[src/rtl/dram_cache_pkg.sv]
// Shared DRAM-cache definitions: address/line geometry, tag word layout and
// the install arbiter state encoding.
package dram_cache_pkg;

    localparam int ADDR_W   = 64;
    localparam int DATA_W   = 512;
    localparam int TAG_S    = 64;
    localparam int TAG_W    = 16;
    localparam int INDEX_W  = 10;
    localparam int OFFSET_W = ADDR_W - TAG_W - INDEX_W;
    localparam int ID_W     = 16;

    localparam int TW_VALID_BIT = 63;
    localparam int TW_DIRTY_BIT = 62;
    localparam int TW_TAG_HI    = 61;
    localparam int TW_TAG_LO    = 46;
    localparam int TW_BLANK_W   = 46;

    localparam logic RR_FILL   = 1'b0;
    localparam logic RR_REFILL = 1'b1;

    typedef enum logic {
        S_IDLE,
        S_SEND
    } arb_state_e;

    function automatic logic [TAG_S-1:0] build_tag_word(input logic [TAG_W-1:0] tag,
                                                        input logic             dirty);
        build_tag_word = {1'b1, dirty, tag, {TW_BLANK_W{1'b0}}};
    endfunction

endpackage

[src/rtl/fill_rr_select.sv]
// Two-way round-robin between fill and refill installs; a same-index collision
// always lets refill go first so the newer fill data overwrites it.
module fill_rr_select #(
    parameter int INDEX_W = 10
) (
    input  logic               fill_valid,
    input  logic               refill_valid,
    input  logic [INDEX_W-1:0] fill_index,
    input  logic [INDEX_W-1:0] refill_index,
    input  logic               rr_ptr,
    output logic               grant_fill,
    output logic               grant_refill,
    output logic               rr_ptr_nxt
);
    import dram_cache_pkg::*;

    always_comb begin
        grant_fill   = 1'b0;
        grant_refill = 1'b0;
        rr_ptr_nxt   = rr_ptr;
        if (fill_valid && refill_valid) begin
            if (fill_index == refill_index) begin
                grant_refill = 1'b1;
                rr_ptr_nxt   = RR_FILL;
            end else if (rr_ptr == RR_FILL) begin
                grant_fill = 1'b1;
                rr_ptr_nxt = RR_REFILL;
            end else begin
                grant_refill = 1'b1;
                rr_ptr_nxt   = RR_FILL;
            end
        end else if (fill_valid) begin
            grant_fill = 1'b1;
        end else if (refill_valid) begin
            grant_refill = 1'b1;
        end
    end

endmodule

[src/rtl/dram_fill_arbiter.sv]
// Arbitrates fill and refill line installs onto one AXI write channel, issuing
// one single-beat {tag word, line} write per accepted request.
module dram_fill_arbiter #(
    parameter int ADDR_W          = 64,
    parameter int DATA_W          = 512,
    parameter int TAG_S           = 64,
    parameter int ID_W            = 16,
    parameter int TAG_W           = 16,
    parameter int INDEX_W         = 10,
    parameter int SLOT_SHIFT      = 7,
    parameter int WR_ID           = 0,
    parameter int MAX_OUTSTANDING = 4
) (
    input  logic                         clk,
    input  logic                         rst,
    input  logic                         fill_valid_i,
    output logic                         fill_ready_o,
    input  logic [ADDR_W+DATA_W-1:0]     fill_data_i,
    input  logic                         refill_valid_i,
    output logic                         refill_ready_o,
    input  logic [ADDR_W+DATA_W-1:0]     refill_data_i,
    output logic [ID_W-1:0]              awid_o,
    output logic [ADDR_W-1:0]            awaddr_o,
    output logic                         awvalid_o,
    input  logic                         awready_i,
    output logic [TAG_S+DATA_W-1:0]      wdata_o,
    output logic [(TAG_S+DATA_W)/8-1:0]  wstrb_o,
    output logic                         wlast_o,
    output logic                         wvalid_o,
    input  logic                         wready_i,
    input  logic [ID_W-1:0]              bid_i,
    input  logic [1:0]                   bresp_i,
    input  logic                         bvalid_i,
    output logic                         bready_o,
    output logic                         err_o,
    output logic                         idle_o
);
    import dram_cache_pkg::*;

    localparam int LINE_W  = TAG_S + DATA_W;
    localparam int CNT_W   = $clog2(MAX_OUTSTANDING + 1);
    localparam int TAG_LO  = ADDR_W - TAG_W;
    localparam int IDX_LO  = ADDR_W - TAG_W - INDEX_W;
    localparam int SLOT_PAD = ADDR_W - INDEX_W - SLOT_SHIFT;
    localparam logic [CNT_W-1:0] MAX_CNT = CNT_W'(MAX_OUTSTANDING);

    arb_state_e         state_q, state_d;
    logic [CNT_W-1:0]   out_cnt_q, out_cnt_d;
    logic               rr_ptr_q, rr_ptr_d, rr_ptr_nxt;
    logic               aw_done_q, aw_done_d;
    logic               w_done_q, w_done_d;
    logic               err_q, err_d;

    logic [ADDR_W-1:0]  awaddr_p1;
    logic [LINE_W-1:0]  wdata_p1;

    logic               grant_fill, grant_refill, grant_ok;
    logic               fill_hs, refill_hs, accept;
    logic               aw_hs, w_hs, b_hs;
    logic [ADDR_W-1:0]  sel_addr;
    logic [DATA_W-1:0]  sel_line;
    logic [INDEX_W-1:0] sel_index;
    logic [ADDR_W-1:0]  slot_addr;
    logic [LINE_W-1:0]  install_word;

    fill_rr_select #(
        .INDEX_W (INDEX_W)
    ) u_rr_select (
        .fill_valid   (fill_valid_i),
        .refill_valid (refill_valid_i),
        .fill_index   (fill_data_i[DATA_W+IDX_LO +: INDEX_W]),
        .refill_index (refill_data_i[DATA_W+IDX_LO +: INDEX_W]),
        .rr_ptr       (rr_ptr_q),
        .grant_fill   (grant_fill),
        .grant_refill (grant_refill),
        .rr_ptr_nxt   (rr_ptr_nxt)
    );

    // Grant only from idle and while the B-response window has room.
    assign grant_ok       = (state_q == S_IDLE) && (out_cnt_q < MAX_CNT);
    assign fill_ready_o   = grant_ok && grant_fill;
    assign refill_ready_o = grant_ok && grant_refill;
    assign fill_hs        = fill_valid_i && fill_ready_o;
    assign refill_hs      = refill_valid_i && refill_ready_o;
    assign accept         = fill_hs || refill_hs;

    assign sel_addr     = grant_refill ? refill_data_i[DATA_W +: ADDR_W] : fill_data_i[DATA_W +: ADDR_W];
    assign sel_line     = grant_refill ? refill_data_i[DATA_W-1:0] : fill_data_i[DATA_W-1:0];
    assign sel_index    = sel_addr[IDX_LO +: INDEX_W];
    assign slot_addr    = {{SLOT_PAD{1'b0}}, sel_index, {SLOT_SHIFT{1'b0}}};
    assign install_word = {build_tag_word(sel_addr[TAG_LO +: TAG_W], grant_fill), sel_line};

    assign awvalid_o = (state_q == S_SEND) && !aw_done_q;
    assign wvalid_o  = (state_q == S_SEND) && !w_done_q;
    assign aw_hs     = awvalid_o && awready_i;
    assign w_hs      = wvalid_o && wready_i;
    // B with nothing outstanding is dropped so the counter cannot wrap.
    assign b_hs      = bvalid_i && (out_cnt_q != '0);

    assign awid_o   = ID_W'(WR_ID);
    assign awaddr_o = awaddr_p1;
    assign wdata_o  = wdata_p1;
    assign wstrb_o  = '1;
    assign wlast_o  = 1'b1;
    assign bready_o = 1'b1;
    assign err_o    = err_q;
    assign idle_o   = (state_q == S_IDLE) && (out_cnt_q == '0);

    always_comb begin
        state_d   = state_q;
        aw_done_d = aw_done_q;
        w_done_d  = w_done_q;
        rr_ptr_d  = rr_ptr_q;
        case (state_q)
            S_IDLE: begin
                if (accept) begin
                    state_d   = S_SEND;
                    aw_done_d = 1'b0;
                    w_done_d  = 1'b0;
                    rr_ptr_d  = rr_ptr_nxt;
                end
            end
            S_SEND: begin
                aw_done_d = aw_done_q || aw_hs;
                w_done_d  = w_done_q || w_hs;
                if (aw_done_d && w_done_d) begin
                    state_d = S_IDLE;
                end
            end
            default: state_d = S_IDLE;
        endcase
    end

    always_comb begin
        out_cnt_d = out_cnt_q;
        case ({aw_hs, b_hs})
            2'b10:   out_cnt_d = out_cnt_q + CNT_W'(1);
            2'b01:   out_cnt_d = out_cnt_q - CNT_W'(1);
            default: out_cnt_d = out_cnt_q;
        endcase
        err_d = err_q || (b_hs && (bresp_i != 2'b00));
    end

    always_ff @(posedge clk) begin
        if (rst) begin
            state_q   <= S_IDLE;
            out_cnt_q <= '0;
            rr_ptr_q  <= RR_FILL;
            aw_done_q <= 1'b0;
            w_done_q  <= 1'b0;
            err_q     <= 1'b0;
        end else begin
            state_q   <= state_d;
            out_cnt_q <= out_cnt_d;
            rr_ptr_q  <= rr_ptr_d;
            aw_done_q <= aw_done_d;
            w_done_q  <= w_done_d;
            err_q     <= err_d;
        end
    end

    // Stage p1: request captured on acceptance, held through the send.
    always_ff @(posedge clk) begin
        if (accept) begin
            awaddr_p1 <= slot_addr;
            wdata_p1  <= install_word;
        end
    end

    logic unused_inputs;
    assign unused_inputs = ^{bid_i, sel_addr[IDX_LO-1:0]};

endmodule

[config.mk]
export PLATFORM = sky130hd
export DESIGN_NAME = dram_fill_arbiter
export DESIGN_NICKNAME = d
export VERILOG_FILES = /design/src/rtl/dram_cache_pkg.sv /design/src/rtl/fill_rr_select.sv /design/src/rtl/dram_fill_arbiter.sv
export SDC_FILE = /design/constraint.sdc
export NUM_CORES = 1
export LEC_CHECK = 0
export CORE_AREA = 2 2 736 738
export DETAILED_ROUTE_END_ITERATION = 6
export DIE_AREA = 0 0 738 740
export HOLD_SLACK_MARGIN = 0.05
export PLACE_DENSITY = 0.3
export SYNTH_ARGS = -nofsm -noshare
export SYNTH_HDL_FRONTEND = slang
export SYNTH_SLANG_ARGS = --single-unit
[constraint.sdc]
create_clock -name clk -period 53.9 [get_ports clk]
set_clock_uncertainty 0.2 [all_clocks]
set_input_delay 16.17 -clock clk [delete_from_list [all_inputs] [get_ports clk]]
set_output_delay 16.17 -clock clk [all_outputs]
set_load 0.02 [all_outputs]
* Word level (Yosys, flattened, before mapping) *
Cells that the tools add are included.

word-level totals
  register bits after elaboration = 547
  input port bits = 1177
  output and inout bits = 736
  word-level logic and storage cells = 59

operators by class
  add/subtract/negate cells = 2
  $lt $le $gt $ge = 1
  eq/ne operators = 4
  multiplexer cells = 18
  bitwise gates (word level) = 1
  reduce and logical (&&, ||, !) cells = 25

operators with widths
  cell                                                  count
  2-to-1 mux 512 bit                                    1
  2-to-1 mux 64 bit                                     1
  logical AND 1 bit                                     14
  2-to-1 mux 1 bit                                      12
  equality test 10 bit                                  1
  case mux 1 bit (2 select lines)                       3
  case mux 3 bit (2 select lines)                       1
  logical OR 1 bit                                      4
  nonzero test 2 bit                                    2
  adder 3 x 1 -> 3 bit (second input constant)          1
  zero test 3 bit                                       1
  < comparator 3 bit (second input constant)            1
  AND reduction 3 bit                                   1
  nonzero test 3 bit                                    1
  subtractor 3 x 1 -> 3 bit (second input constant)     1
  equality test 2 x 1 -> 1 bit (second input constant)  1
  equality test 2 bit (second input constant)           1
  zero test 1 bit                                       2
  != test 2 bit (second input constant)                 1
  NOT 1 bit                                             1

* Depth between registers and ports, before layout *
  depth after elaboration = 8
  mapped depth = 8
  depth with buffers taken out = 8

* Modules after synthesis *
A second synthesis with hierarchy kept.

unflattened totals
  cell total of the unflattened synthesis = 1394
  area total of the unflattened synthesis = 24896.4 µm²

by module, submodules not included
  module             times used  cells an instance  area each (µm²)  seq. area each (µm²)
  dram_fill_arbiter  1           1376               24756.2          16345.7
  fill_rr_select     1           18                 140.1            0.0

* Least setup slack after synthesis *
OpenSTA, ideal clock, no wires.

  path type = input-to-output
  start point = in refill_data_i[556]
  end point = out refill_ready_o
  arrival time = 17.521 ns
  data required time = 37.530 ns
  path slack = 20.009 ns
  cell stages on the path = 7
  path buffers = 3
  cell sequence = xnor2_1 > nand2_1 > o41a_1 > buf_4 > buf_6 > buf_6 > nor2_1

between the ends
  word-level cells in the longest chain between the ends = 4

ends and longest elaborated chain
  element               line                     RTL
  start, declared       dram_fill_arbiter.sv:21  input logic [ADDR_W+DATA_W-1:0] refill_data_i,
  equality test 10 bit  fill_rr_select.sv:22     if (fill_index == refill_index) begin
  2-to-1 mux 1 bit      fill_rr_select.sv:22
  2-to-1 mux 1 bit      fill_rr_select.sv:21     if (fill_valid && refill_valid) begin
  logical AND 1 bit     dram_fill_arbiter.sv:82  assign refill_ready_o = grant_ok && grant_refill;
  end, declared         dram_fill_arbiter.sv:20  output logic refill_ready_o,

No other way between the ends.

* Worst setup path after layout *
  start point = in refill_data_i[550]
  end point = out refill_ready_o

The elaborated chain is that of the path after synthesis.

==> flow_summary.yaml <==
status:
  status: "finished, final reports clean"
routing:
  post_drt_wl_per_cell_um: 28.28
  wl_um: 340200
  dr_total_vias: 32570
  ant_nets: 0
  drcViolationCount: 0
  drt-initial-drc-count: 2467
  vias_per_cell: 2.707
  dr.pass1.iters: 5
timing:
  tightest_slew_ns: 1.251
  fmaxAchievable_ghz: 0.02821
  rsz0062_at_grt: "no"
  whs_ns: 0.2612
  hold_viol: 0
  drv_slew: 0
  setup_viol: 0
  finalCritPeriodShare: 0.6577
  min_period_ns: 35.45
  fin_setup_tns_ns: 0
  maxSlewHeadroom: 0.1660
cells_and_area:
  stdcell_area_um2: 58190
  multi_input_area_um2: 13200
  layout-drive-gt1-share: 0.04428
  final_common_cell: "clkdlybuf4s50_1"
  final_nets: 5904
  most-common-layout-cells: "clkdlybuf4s50_1, nand2_1, edfxtp_1"
  num-fill-cells: 61890
  seqCellArea_um2: 16350
  syn2layout_area_growth_pct: 82.43
min_path:
  worstHoldPathType: "reg -> reg"
  timing.hold.worst_path_depth: 2
  worst_hold_path.endpoint: "err_o$_SDFF_PP0_"
  holdCritStartpoint: "err_o$_SDFF_PP0_"
clock_tree:
  cts_resized: 0
  htreeDepth: 3
  hold_buffers: 0
  cts_setup_buffers: 0
  clock_sinks: 547
  cts_buffer_depth: 4
  clk_pin_slew_ns: 0.05
  numCtsBuffers: 88
  clock_latency_ns: 0.81
  cts_tree: "done"
  root_buffer: "clkbuf_16"
grt:
  grt_pass1_wl_um: 409300
  grt_pass1_vias: 32140
  antenna_found_initial: 91
  grt.overflow.total: 0
  grt_start_max_net_pins: 136
  grt.total_usage: 0.1187
floorplan:
  dieArea_um2: 546100
  coreArea_um2: 538800
  num_rows: 270
  start_util: 0.05920
  io_pins: 1913
  die_w_um: 738
  die_h_um: 740
power:
  power_density_nw_per_um2: 32.60
  vdd_drop_max_mv: 0.02521
  p_leak_nw: 18.42
  power.total_w: 0.001897
placed_design:
  port_buffers: 1629
  dpl_cell_area_um2: 55300
  gp_congestion: 0.9041
  detailed_place_hpwl_um: 294200
setup_path:
  crit_path_start: "refill_data_i[550]"
  end_kind: "primary output"
  critical_path_peak_fanout: 2
  worstSetupPathType: "in -> out"
  cp.arrival_ns: 19.08
  worstRegToRegCells: 7
  reg2reg_slack_ns: 48.23
  worstReg2RegStart: "state_q$_SDFF_PP0_"
  start_kind: "primary input"
  rr_endpoint: "wdata_o[147]$_DFFE_PP_"
  cp.required_ns: 37.53
run:
  drv_cap: 0
logic_synthesis:
  synthCells: 3252
  post_synth_num_cell_types: 31
  syn_area_um2: 31900
  synth.avg_cell_area_um2: 9.809
  ys_seq_area_frac: 0.5124
  ys_warn_count: 0
  synth_seq_cells: 547
## flip-flops by register name (all words and copies together) (netlist names)
name       flops
state_q        1
aw_done_q      1
w_done_q       1
out_cnt_q      3
wdata_o      529
awaddr_o      10
rr_ptr_q       1
err_o          1
## Yosys cell counts
| library cell | n | share of area |
|---|---|---|
| a21oi_1 | 5 | 0.00078 |
| a22oi_1 | 1 | 0.00024 |
| buf_2 | 64 | 0.010 |
| buf_4 | 192 | 0.045 |
| buf_6 | 55 | 0.019 |
| clkbuf_1 | 180 | 0.021 |
| conb_1 | 2 | 0.00024 |
| dfxtp_1 | 8 | 0.0050 |
| edfxtp_1 | 539 | 0.51 |
| fa_1 | 1 | 0.00063 |
| ha_1 | 1 | 0.00039 |
| inv_1 | 6 | 0.00071 |
| nand2_1 | 1083 | 0.13 |
| nand2b_1 | 538 | 0.11 |
| nand3_1 | 1 | 0.00016 |
| nand3b_1 | 1 | 0.00024 |
| nand4_1 | 1 | 0.00020 |
| nor2_1 | 7 | 0.00082 |
| nor2b_1 | 2 | 0.00039 |
| nor3_1 | 1 | 0.00016 |
| nor4_1 | 2 | 0.00039 |
| o21ai_0 | 4 | 0.00063 |
| o21bai_1 | 1 | 0.00024 |
| o221ai_1 | 538 | 0.15 |
| o22ai_1 | 2 | 0.00039 |
| o31a_1 | 1 | 0.00027 |
| o41a_1 | 1 | 0.00035 |
| or2_2 | 1 | 0.00020 |
| or3_1 | 2 | 0.00039 |
| xnor2_1 | 10 | 0.0027 |
| xor2_1 | 2 | 0.00055 |
## worst max-delay path, cell delays in order
cell and delay (ns):
clkdlybuf4s50_1 0.55, xnor2_1 0.27, nand4_1 0.35, o41a_2 0.59, nor2_2 0.42, clkdlybuf4s50_1 0.71
## report_power, final
part / switching, W / leakage [nW] / internal, W / total (W)
combinational: 0.000475 / 11.7 / 0.000228 / 0.000703
clock: 0.000257 / 1.35 / 0.000338 / 0.000595
sequential: 0.0000303 / 5.35 / 0.000569 / 0.000599
total: 0.000762 / 18.4 / 0.00113 / 0.00190
## metal layers
layer | part of all wire | vias to the layer above | global-route usage
met5 | 0.00030 | - | 0
met1 | 0.37 | 16170 | 0.1280
met2 | 0.43 | 1773 | 0.1838
met3 | 0.18 | 274 | 0.09104
met4 | 0.020 | 14 | 0.02444
li1 | - | 14340 | -
## metrics by stage
step | cells | utilization | worst slack [ns]
after global routing | 12010 | 0.1079 | 18.25
final | 12030 | 0.1080 | 18.45
after detailed placement | 11840 | 0.1026 | 18.09
after CTS | 12000 | 0.1078 | 18.08
after floorplan | 3441 | - | 20.01
after global placement | 11840 | 0.1026 | 18.02
## logic make-up (layout without fill, tap and decap cells)
| family | Yosys count | in the layout | share of synthesized area |
|---|---|---|---|
| buffers and inverters | 497 | 1844 | 0.09653 |
| DFF | 547 | 547 | 0.5124 |
| xor gates and xnor gates | 12 | 12 | 0.003295 |
| AOI/OAI and AO/OA | 553 | 553 | 0.1506 |
| other | 2 | 225 | 0.0002354 |
| adders and majority gates | 2 | 2 | 0.001020 |
| and+or+nand+nor | 1639 | 1639 | 0.2359 |
## worst max path at each step
stage	end	cells after the start
6_report	refill_ready_o	6
3_5_place_dp	refill_ready_o	6
3_3_place_gp	refill_ready_o	6
2_1_floorplan	refill_ready_o	7
5_1_grt	refill_ready_o	6
4_1_cts	refill_ready_o	6
## area by class of cell
| type | count | area share |
|---|---|---|
| multi-input cells | 2397 | 0.2269 |
| clock inverters | 56 | 0.009869 |
| flip-flops and latches | 547 | 0.2809 |
| diodes | 34 | 0.001462 |
| repair buffers | 1685 | 0.2870 |
| clock buffers | 97 | 0.03842 |
| inverters | 6 | 0.0005160 |
| well taps | 7208 | 0.1550 |
(Power assumes the default switching activity.)
